$ cat config.mk
export PLATFORM = sky130hd
export DESIGN_NAME = cmd_controller
export DESIGN_NICKNAME = d
export VERILOG_FILES = /design/src/rtl/cmd_controller.sv
export SDC_FILE = /design/constraint.sdc
export NUM_CORES = 1
export LEC_CHECK = 0
export CORE_MARGIN = 2
export CORE_UTILIZATION = 40
export DETAILED_ROUTE_END_ITERATION = 8
export GPL_TIMING_DRIVEN = 0
export PLACE_DENSITY = 0.81
export SLEW_MARGIN = 20
export SYNTH_ARGS = -nofsm -noshare
export SYNTH_HDL_FRONTEND = slang
export SYNTH_SLANG_ARGS = --single-unit
$ cat constraint.sdc
create_clock -name CLK_SD_card -period 3.3 [get_ports CLK_SD_card]
set_input_delay 0.33 -clock CLK_SD_card [delete_from_list [all_inputs] [get_ports CLK_SD_card]]
set_output_delay 0.33 -clock CLK_SD_card [all_outputs]
set_load 0.02 [all_outputs]
$ cat src/rtl/cmd_controller.sv
// cmd_controller: sequences one SD command through the CMD physical layer and collects its response.
module cmd_controller #(
  parameter int WATCHDOG_CYCLES = 256,
  parameter int WD_WIDTH = 9
) (
  input  logic        CLK_SD_card,
  input  logic        reset,
  input  logic        cmd_start,
  input  logic [5:0]  cmd_index,
  input  logic [31:0] cmd_argument,
  input  logic [1:0]  resp_type,
  input  logic        physical_inactive,
  output logic        new_cmd,
  output logic [37:0] cmd_index_arg,
  output logic        REQ_out,
  input  logic        ACK_in,
  input  logic        REQ_in,
  output logic        ACK_out,
  input  logic [37:0] cmd_response_in,
  output logic        busy,
  output logic        cmd_complete,
  output logic [31:0] response,
  output logic [5:0]  response_index,
  output logic        timeout_error,
  output logic        index_error
);
  typedef enum logic [2:0] {IDLE, LAUNCH, HANDSHAKE, WAIT_RESP, CAPTURE, DONE} state_t;
  localparam logic [WD_WIDTH-1:0] wd_last = WD_WIDTH'(WATCHDOG_CYCLES - 1);
  state_t state;
  logic [WD_WIDTH-1:0] wd;
  logic [5:0] idx;
  logic [1:0] rtype;
  always_ff @(posedge CLK_SD_card) begin
    if (reset) begin
      state <= IDLE;
      wd <= '0;
      idx <= '0;
      rtype <= '0;
      new_cmd <= 1'b0;
      cmd_index_arg <= '0;
      REQ_out <= 1'b0;
      ACK_out <= 1'b0;
      busy <= 1'b0;
      cmd_complete <= 1'b0;
      response <= '0;
      response_index <= '0;
      timeout_error <= 1'b0;
      index_error <= 1'b0;
    end else begin
      wd <= (state == IDLE) ? '0 : wd + 1'b1;
      new_cmd <= 1'b0;
      REQ_out <= 1'b0;
      ACK_out <= 1'b0;
      cmd_complete <= 1'b0;
      // DONE is excluded so a normal finish landing on the limit does not stretch the pulse
      if (state != IDLE && state != DONE && wd == wd_last) begin
        state <= DONE;
        cmd_complete <= 1'b1;
        timeout_error <= 1'b1;
      end else begin
        case (state)
          IDLE: if (cmd_start && physical_inactive) begin
            state <= LAUNCH;
            idx <= cmd_index;
            rtype <= resp_type;
            cmd_index_arg <= {cmd_index, cmd_argument};
            timeout_error <= 1'b0;
            index_error <= 1'b0;
            new_cmd <= 1'b1;
            busy <= 1'b1;
          end
          LAUNCH: begin
            state <= physical_inactive ? LAUNCH : HANDSHAKE;
            new_cmd <= physical_inactive;
            REQ_out <= !physical_inactive;
          end
          HANDSHAKE: begin
            state <= ACK_in ? WAIT_RESP : HANDSHAKE;
            REQ_out <= !ACK_in;
          end
          WAIT_RESP: if (REQ_in) begin
            state <= CAPTURE;
            ACK_out <= 1'b1;
            response <= cmd_response_in[31:0];
            response_index <= cmd_response_in[37:32];
            index_error <= index_error | (rtype != 2'b10 && cmd_response_in[37:32] != idx);
          end else if (physical_inactive) begin
            state <= DONE;
            cmd_complete <= 1'b1;
            timeout_error <= timeout_error | (rtype != 2'b00);
          end
          CAPTURE: begin
            state <= REQ_in ? CAPTURE : DONE;
            ACK_out <= REQ_in;
            cmd_complete <= !REQ_in;
          end
          DONE: begin
            state <= IDLE;
            busy <= 1'b0;
            cmd_index_arg <= '0;
          end
          default: state <= IDLE;
        endcase
      end
    end
  end
endmodule

==> results of run 1 <==
worst max-delay path by stage:
| stage | from | endpoint |
|---|---|---|
| final | wd[0]$_SDFF_PP0_ | response[22]$_SDFFE_PP0P_ |
| after global placement | wd[0]$_SDFF_PP0_ | response[31]$_SDFFE_PP0P_ |
| after CTS | wd[0]$_SDFF_PP0_ | response[22]$_SDFFE_PP0P_ |
| after detailed placement | wd[0]$_SDFF_PP0_ | response[15]$_SDFFE_PP0P_ |
| after global routing | wd[0]$_SDFF_PP0_ | response[22]$_SDFFE_PP0P_ |
| after floorplan | wd[0]$_SDFF_PP0_ | response[13]$_SDFFE_PP0P_ |
flip-flops by register name (all words and copies together) (netlist names):
register and count:
ACK_out 1, wd 9, REQ_out 1, timeout_error 1, response 32, cmd_complete 1, response_index 6, cmd_index_arg 38
new_cmd 1, busy 1, index_error 1, rtype 2, state 3, idx 6
final cells by class:
cell class              instances  area share
repair buffers                166       0.283
well taps                     129      0.0275
plain buffers                  33      0.0288
flip-flops and latches        103       0.351
clock buffers                  10      0.0235
inverters                       5     0.00320
multi-input cells             315       0.274
clock inverters                 6     0.00874
cells in the final DEF (no fill, tap or decap), types with 2 or more instances in the layout:
cell / n
sky130_fd_sc_hd__a22oi_1: 32
sky130_fd_sc_hd__clkdlybuf4s50_1: 166
sky130_fd_sc_hd__buf_2: 12
sky130_fd_sc_hd__dfxtp_1: 103
sky130_fd_sc_hd__nand2_1: 109
sky130_fd_sc_hd__a21o_1: 2
sky130_fd_sc_hd__o21ai_0: 6
sky130_fd_sc_hd__a211oi_1: 3
sky130_fd_sc_hd__inv_6: 2
sky130_fd_sc_hd__a21oi_1: 58
sky130_fd_sc_hd__nor4_1: 2
sky130_fd_sc_hd__buf_4: 6
sky130_fd_sc_hd__nand3_1: 3
sky130_fd_sc_hd__clkbuf_1: 13
sky130_fd_sc_hd__clkbuf_8: 10
sky130_fd_sc_hd__nor3_1: 3
sky130_fd_sc_hd__nor2_1: 53
sky130_fd_sc_hd__xnor2_1: 3
sky130_fd_sc_hd__ha_1: 2
sky130_fd_sc_hd__and3_1: 3
sky130_fd_sc_hd__nand2b_1: 2
sky130_fd_sc_hd__xor2_1: 8
sky130_fd_sc_hd__clkinv_4: 2
sky130_fd_sc_hd__nand3b_1: 2
sky130_fd_sc_hd__nor2b_1: 4
sky130_fd_sc_hd__a31oi_1: 3
sky130_fd_sc_hd__inv_1: 5
power groups by stage:
| stage | clock [uW] | sequential (uW) | combinational [uW] |
|---|---|---|---|
| 4_1_cts | 776 | 1340 | 560 |
| 2_1_floorplan | 0 | 1420 | 235 |
| 3_5_place_dp | 0 | 1370 | 557 |
| 3_3_place_gp | 0 | 1370 | 546 |
| 6_report | 760 | 1340 | 556 |
| 5_1_grt | 826 | 1350 | 607 |
kinds of logic after synthesis:
family,synth area share
and+or+nand+nor,0.208
adders and majority gates,0.00649
xor gates and xnor gates,0.0250
DFF,0.535
AOI/OAI and AO/OA,0.175
muxes,0.00260
buffers and inverters,0.0487
cell usage after synthesis (4+ instances only):
cell type | count | share of area
sky130_fd_sc_hd__a21oi_1 | 58 | 0.075
sky130_fd_sc_hd__a22oi_1 | 32 | 0.062
sky130_fd_sc_hd__buf_2 | 12 | 0.016
sky130_fd_sc_hd__buf_4 | 6 | 0.012
sky130_fd_sc_hd__clkbuf_1 | 13 | 0.013
sky130_fd_sc_hd__dfxtp_1 | 103 | 0.53
sky130_fd_sc_hd__inv_1 | 5 | 0.0049
sky130_fd_sc_hd__nand2_1 | 109 | 0.11
sky130_fd_sc_hd__nor2_1 | 53 | 0.052
sky130_fd_sc_hd__nor2b_1 | 4 | 0.0065
sky130_fd_sc_hd__o21ai_0 | 6 | 0.0078
sky130_fd_sc_hd__xor2_1 | 8 | 0.018
stage by stage:
| step | power (uW) | setup slack [ns] |
|---|---|---|
| after floorplan | 1660 | 1.34 |
| after global placement | 1910 | 1.18 |
| after detailed placement | 1930 | 1.11 |
| after CTS | 2680 | 1.08 |
| after global routing | 2780 | 0.859 |
| final | 2660 | 1.06 |
per-layer routing:
layer / up-vias / GRT usage
met5: - / 0
met4: 0 / 0.0615
met3: 17 / 0.0711
met2: 146 / 0.370
met1: 1735 / 0.233
li1: 1890 / -
worst register-to-register path: stages (launching register included):
cell                       delay [ns]
sky130_fd_sc_hd__dfxtp_1         0.34
sky130_fd_sc_hd__ha_1            0.23
sky130_fd_sc_hd__nand3_1         0.15
sky130_fd_sc_hd__nor2_1          0.07
sky130_fd_sc_hd__ha_1            0.17
sky130_fd_sc_hd__buf_2           0.16
sky130_fd_sc_hd__nand2b_1        0.20
sky130_fd_sc_hd__nor2_1          0.18
sky130_fd_sc_hd__buf_4           0.21
sky130_fd_sc_hd__buf_2           0.24
sky130_fd_sc_hd__nand2_1         0.08
sky130_fd_sc_hd__a21oi_1         0.15
==> results.txt, run 1 <==
The logs give 0.505 for the share of power burned in registers and 0 for the DRC violation count after routing. The proportion of layout cells with a drive suffix above 1 is 0.0611, and the initial antenna violation count is 0. Across the routed clock network, the largest skew measured is 0.0133 ns. 0 antenna diodes ended up in the layout. The first routing iteration left 103 violations. Walking the worst path, the cells encountered are ha_1 > nand3_1 > nor2_1 > ha_1 > buf_2 > nand2b_1 > nor2_1 > buf_4 > buf_2 > nand2_1 > a21oi_1.

The worst hold path terminates at response[17]$_SDFFE_PP0P_. The fraction of registers with async set/reset was 0. Grouping stages by cell kind, the critical path spends the most delay in simple AND/OR/NAND/NOR gates.

TritonCTS built the clock tree. The path class of the tightest hold or removal check is reg2reg. Static timing analysis puts the maximum clock frequency at 0.447 GHz. The run gives 769 uW as the switching power total. In the synthesized netlist, the number of instances is 456. The final cycle utilization of the critical path came out at 0.678.

The tools report the max-slew violation total from the final report as 0. The time the final worst path needs with I/O delays and setup came out at 2.24 ns. The category of the worst setup path launch point was a register.

In the routed layout, each cell is associated on average with a via count of 4.94. The tools report the number of levels in the clock H-tree as 3. The horizontal die dimension is 102 um, and the number of global-route vias before repair is 3747.

The distinct cell type count of the synthesized netlist was 42; the post-detailed-placement half-perimeter wirelength was 8490 um. The length of routed met3 wiring came out at 1100 um. The category of the most critical setup path is reg2reg. The starting density of the core is 0.415. Summing all placed instances gives a cell area of 0.00568 mm2. Entering global routing, the biggest net connects 19 pins. The highest layer used for signal routing is met4.

The clock-pin slew of the registers on the worst-case setup and hold paths came out at 0.10 ns. The worst register-to-register path ends at response[22]$_SDFFE_PP0P_. A synthesized cell averages 8.45 um2. The critical path depth is 11. The run gives 0.457 ns as the worst-case hold slack.

The number of gates resized after CTS was 0. The final route contains 3788 vias. For this run, the number of standard cells in the final layout without fillers is 767. The post-route met1 wirelength was 4420 um; the number of cells after detailed placement was 751. The number of setup buffers added after CTS is 0. At the pin with the least slew margin, the transition time is 0.558 ns. The Yosys step of the flow raised 0 warnings. For flop-to-flop paths, the worst setup slack is 1.06 ns. Across the whole layout, storage elements account for 0.00206 mm2. The flow ran to the end, and the final reports show no timing, DRC or antenna violations.

Areal power density over the cells: 453 mW/mm2. The clock root buffer was sky130_fd_sc_hd__clkbuf_8. The switching fraction of total power is 0.289. The run gives 0.209 as the portion of total power attributed to combinational logic. For the worst setup path, the data arrival time is 2.52 ns. Clock latency on the worst-skew pair, taken at its later pin, is 0.36 ns. The post-detailed-route wirelength per cell came out at 14.3 um.

The logs give 17200 um for the global-route wire length before repair and 0 for the count of hold buffers inserted by post-cts repair. The total number of nets in the final design is 719, and the overall die height is 102 um. Summing all multi-input logic gate instances after layout gives 0.00161 mm2.

The run gives 0.628 as the relative slew slack. After routing the design area is 0.00587 mm2. In the detailed route, the total length drawn on met2 is 5290 um. Deepest clock path buffer count: 2.

In this run the cell area of the synthesized design comes to 0.00385 mm2. The internal power consumption was 1890 uW; the overall die area was 0.0104 mm2. The worst register-to-register path has a depth of 11.

Along the worst path, the maximum fanout reaches 10. The total routing usage reported by global routing came out at 0.207. STA classifies the critical path endpoint as a register.

The fraction of power consumed by the clock network was 0.286; the number of fill cells was 809. The post-layout utilization of the core was 0.632. For the number of sinks on the clock net, the log shows 103. Setup repair after global routing left no endpoint under its margin.

Counting every net in the synthesized netlist gives 542. In this run the standard cell core region covers 0.00928 mm2. Setup violations remaining at the end of the flow were counted as 0.

The number of endpoints with negative hold slack in the final report was 0; the critical path data required time was 3.58 ns. For this design the static power due to leakage is 0.00208 uW. For the final global-route overflow total, the log shows 0. The synthesis-to-finish area growth came out at 52.2%. The worst hold path begins at response[17]$_SDFFE_PP0P_. The number of clock buffers added by TritonCTS is 9. The floorplan has 35 rows. The maximum single-stage delay on the critical path is 0.34 ns, and the max-capacitance violation count is 0. Reg-to-reg critical path startpoint: wd[0]$_SDFF_PP0_.

The first detailed-routing pass took 4 iterations. The count of antenna-violating nets left after detailed routing was 0; the I/O pin total was 167. The top flip-flop cell by instance count after synthesis was sky130_fd_sc_hd__dfxtp_1. The register area share after synthesis is 0.535, and the quantity of I/O buffers inserted on ports is 166. Synthesis-stage register bit count: 103. The cell with the largest stage delay on the worst path was sky130_fd_sc_hd__dfxtp_1. The final weighted congestion in routability-driven placement is 0.852. The critical path buffer and inverter count is 3, and the number of enable flip-flop cells after synthesis is 0. The worst voltage drop across the vdd grid is 265 uV. After detailed routing, the total wire length is 11000 um. The worst hold path was traced through 2 stages. The summed negative setup slack over all endpoints came out at 0 ns.
(Power assumes the default switching activity.)
==> run 2: changes to the inputs <==
Settings changed: CORE_UTILIZATION 40 to 38, PLACE_DENSITY 0.81 to 0.8.
Clock period 3.3 ns to 1.8 ns, I/O delays scaled along.
==> run 2 against run 1 <==
  * Worst setup slack lost 1.0 ns
  * Sequential power is 84% higher
  * Global-route usage fell by 0.36 points
  * Wire length rose by 4.6%
  * Non-clock buffer count grew 10
  * Cell area grew 3.4%
  * Critical endpoint unchanged
  * Largest cell class unchanged
  * Highest routed layer unchanged
==> results.txt, run 2 (same netlist as run 1, synthesis figures left out) <==
Share of power burned in registers: 0.483. Counting every sink on the clock net gives 103. Kind of end point of the critical path: a register. Registers take 0.00207 mm2. No sink is reached through more buffers than the 2 on the longest clock path. The largest single stage delay on the critical path is 0.35 ns. Number of clock buffers inserted by TritonCTS: 9. Buffers inserted to repair hold after CTS numbered 0.

The clock period could shrink to 1.73 ns. The relative slew slack is 0.648. The clock reaches the later pin of the worst-skew pair after 0.38 ns. The tools report the highest attainable clock frequency as 0.577 GHz.

Overall die height: 105 um. Including well taps, the total number of placed cells is 755. The final weighted congestion in routability-driven placement was 0.846. Clock-pin slew was measured on the worst setup and hold paths at 0.12 ns. Overall power consumption after layout is estimated at 5100 uW. For the combined area of the multi-input logic cells, the log shows 0.00166 mm2. In the layout the commonest cells are sky130_fd_sc_hd__clkdlybuf4s50_1, sky130_fd_sc_hd__nand2_1, sky130_fd_sc_hd__dfxtp_1. The number of vias per cell is 4.96, and the number of endpoints with negative hold slack in the final report is 0. The flow ran to the end, and the final reports show no timing, DRC or antenna violations. The die covers 0.0110 mm2. Max-capacitance violation count: 0. At the worst endpoint, the required time is 2.05 ns. The run gives 0.0216 ns as the worst clock skew on the final layout. The largest registers in the layout are cmd_index_arg x38, response x32, wd x9.

The clock tree synthesis step divided the H-tree into 3 levels. The flip-flop count of the largest register, all copies and words added is 38. The number of antenna diodes was 0; the final global-route overflow total was 0. The analysis attributes to cell leakage a power of 0.00216 uW. The tools report the fraction of power consumed by the clock network as 0.311. Most common cell after layout, fill and taps aside: sky130_fd_sc_hd__clkdlybuf4s50_1.

The run gives 619 uV as the worst voltage drop across the vdd grid. The tools report the total routing usage reported by global routing as 0.203. The worst hold path belongs to the class in2reg. For the count of non-filler cells in the finished layout, the log shows 781. The tools report the wire length reported by the detailed router as 11500 um. The clock root buffer was sky130_fd_sc_hd__clkbuf_8. Fill cells in the final layout number 859. Setup repair after global routing could not meet its margin everywhere. Setup violations remaining at the end of the flow were counted as 0.

At the end of the flow, the number of nets in the layout was 729. The logs give 3796 for the number of global-route vias before repair and -0.213 ns for the worst slack after detailed placement. For the core outline area, the log shows 0.00982 mm2. The post-layout worst setup margin was 0.0667 ns. The switching fraction of total power came out at 0.292. TritonCTS built the clock tree.

The portion of total power attributed to combinational logic was 0.206; the total number of placement rows was 36. The highest fanout seen on the critical path was 10; the switching power total was 1490 uW. In this design, the critical path's most frequently occurring cell is sky130_fd_sc_hd__nand2_1. During placement, the flow inserted port buffers numbering 166. The synthesis-to-finish area growth was 57.4%; the proportion of layout cells with a drive suffix above 1 was 0.102.

The detail route stage leaves a number of antenna-violating nets equal to 0. The signal on the critical path passes through and3_4 > nand2_1 > nor2_2 > ha_2 > nand2b_4 > or2_1 > buf_6 > buf_8 > nand2_1 > a21oi_2. In this run the power density over the cells is 841 mW/mm2. For the starting density of the core, the log shows 0.393. In the routed design, unresolved DRC markers number 0. For the worst setup path, the data arrival time is 1.98 ns. The category of the most critical setup path is reg2reg.

Register with the most flip-flops: cmd_index_arg. The worst setup path is launched from a register. The DRC marker count from the first detailed-route iteration was 105; the post-detailed-route wirelength per cell was 14.7 um.

The first global-routing pass estimated 18200 um of wire. The logs give 0 for the max-slew violation total from the final report and 8570 um for the post-detailed-placement half-perimeter wirelength. First-pass detailed-route iteration total: 4. At the pin with the least slew margin, the transition time is 0.528 ns. The cell with the largest stage delay on the worst path was sky130_fd_sc_hd__dfxtp_2. The worst-case hold slack is 0.336 ns.

The largest net degree at the start of global routing is 21. The horizontal die dimension was 105 um; the initial antenna violation count was 0. Detailed routing inserted a total of 3873 vias.

The final cycle utilization of the critical path came out at 0.963. The internal power consumption is 3610 uW. The I/O pin total is 167.
-- run 2: changes by cell type in the layout (fill, tap and decap cells not counted), sizes merged --
cell and change:
bufinv +1, buf +10, clkbuf -1, inv +1, clkinv -1
-- run 2: power groups by stage --
| stage | clock (uW) | sequential (uW) | combinational (uW) |
|---|---|---|---|
| 3_3_place_gp | 0 | 2510 | 1010 |
| 4_1_cts | 1630 | 2460 | 1040 |
| 6_report | 1580 | 2460 | 1050 |
| 5_1_grt | 1710 | 2480 | 1140 |
| 2_1_floorplan | 0 | 2610 | 433 |
| 3_5_place_dp | 0 | 2510 | 1030 |
-- run 2: layer usage --
layer	wire (um)	share of wire	vias to the layer above	global-route usage
li1	-	-	1908	-
met1	4690	0.41	1788	0.226
met3	975	0.085	14	0.0811
met2	5670	0.49	163	0.365
met4	136	0.012	0	0.0438
met5	0	0	-	0
-- run 2: stage by stage --
step,area [um2],setup TNS [ns],util
global placement,5710,-4.18,0.581
floorplan,3880,-0.143,-
CTS,5990,0,0.610
detailed placement,5710,-7.22,0.581
finish,6070,0,0.618
global route,6070,-0.0687,0.618
-- run 2: layout make-up --
type / count / area share
Buffer: 32 / 0.0316
Inverter: 5 / 0.00309
Timing Repair Buffer: 177 / 0.287
Tap cell: 133 / 0.0274
Sequential cell: 103 / 0.341
Clock buffer: 9 / 0.0204
Multi-Input combinational cell: 315 / 0.273
Clock inverter: 7 / 0.0161
-- run 2: final timing paths --
check	startpoint	end	slack [ns]	depth (start not counted)
min	cmd_response_in[10]	response[10]$_SDFFE_PP0P_	0.34	3
min reg2reg	response[2]$_SDFFE_PP0P_	response[2]$_SDFFE_PP0P_	0.46	2
max reg2reg	wd[5]$_SDFF_PP0_	response[22]$_SDFFE_PP0P_	0.07	10
max	wd[5]$_SDFF_PP0_	response[22]$_SDFFE_PP0P_	0.07	10
-- run 2: repair_timing --
action | CTS | global route
resized for setup | 8 | 12
setup buffers | 7 | 4
pin swaps | 2 | 5
endpoints found under the setup margin | 31 | 42
-- run 2: critical path, delay by kind of cell (launching register included) --
kind,cells,cell delay [ns]
AOI/OAI and AO/OA,1,0.06
adders and majority gates,1,0.18
buffers and inverters,2,0.27
DFF,1,0.35
and+or+nand+nor,6,0.77
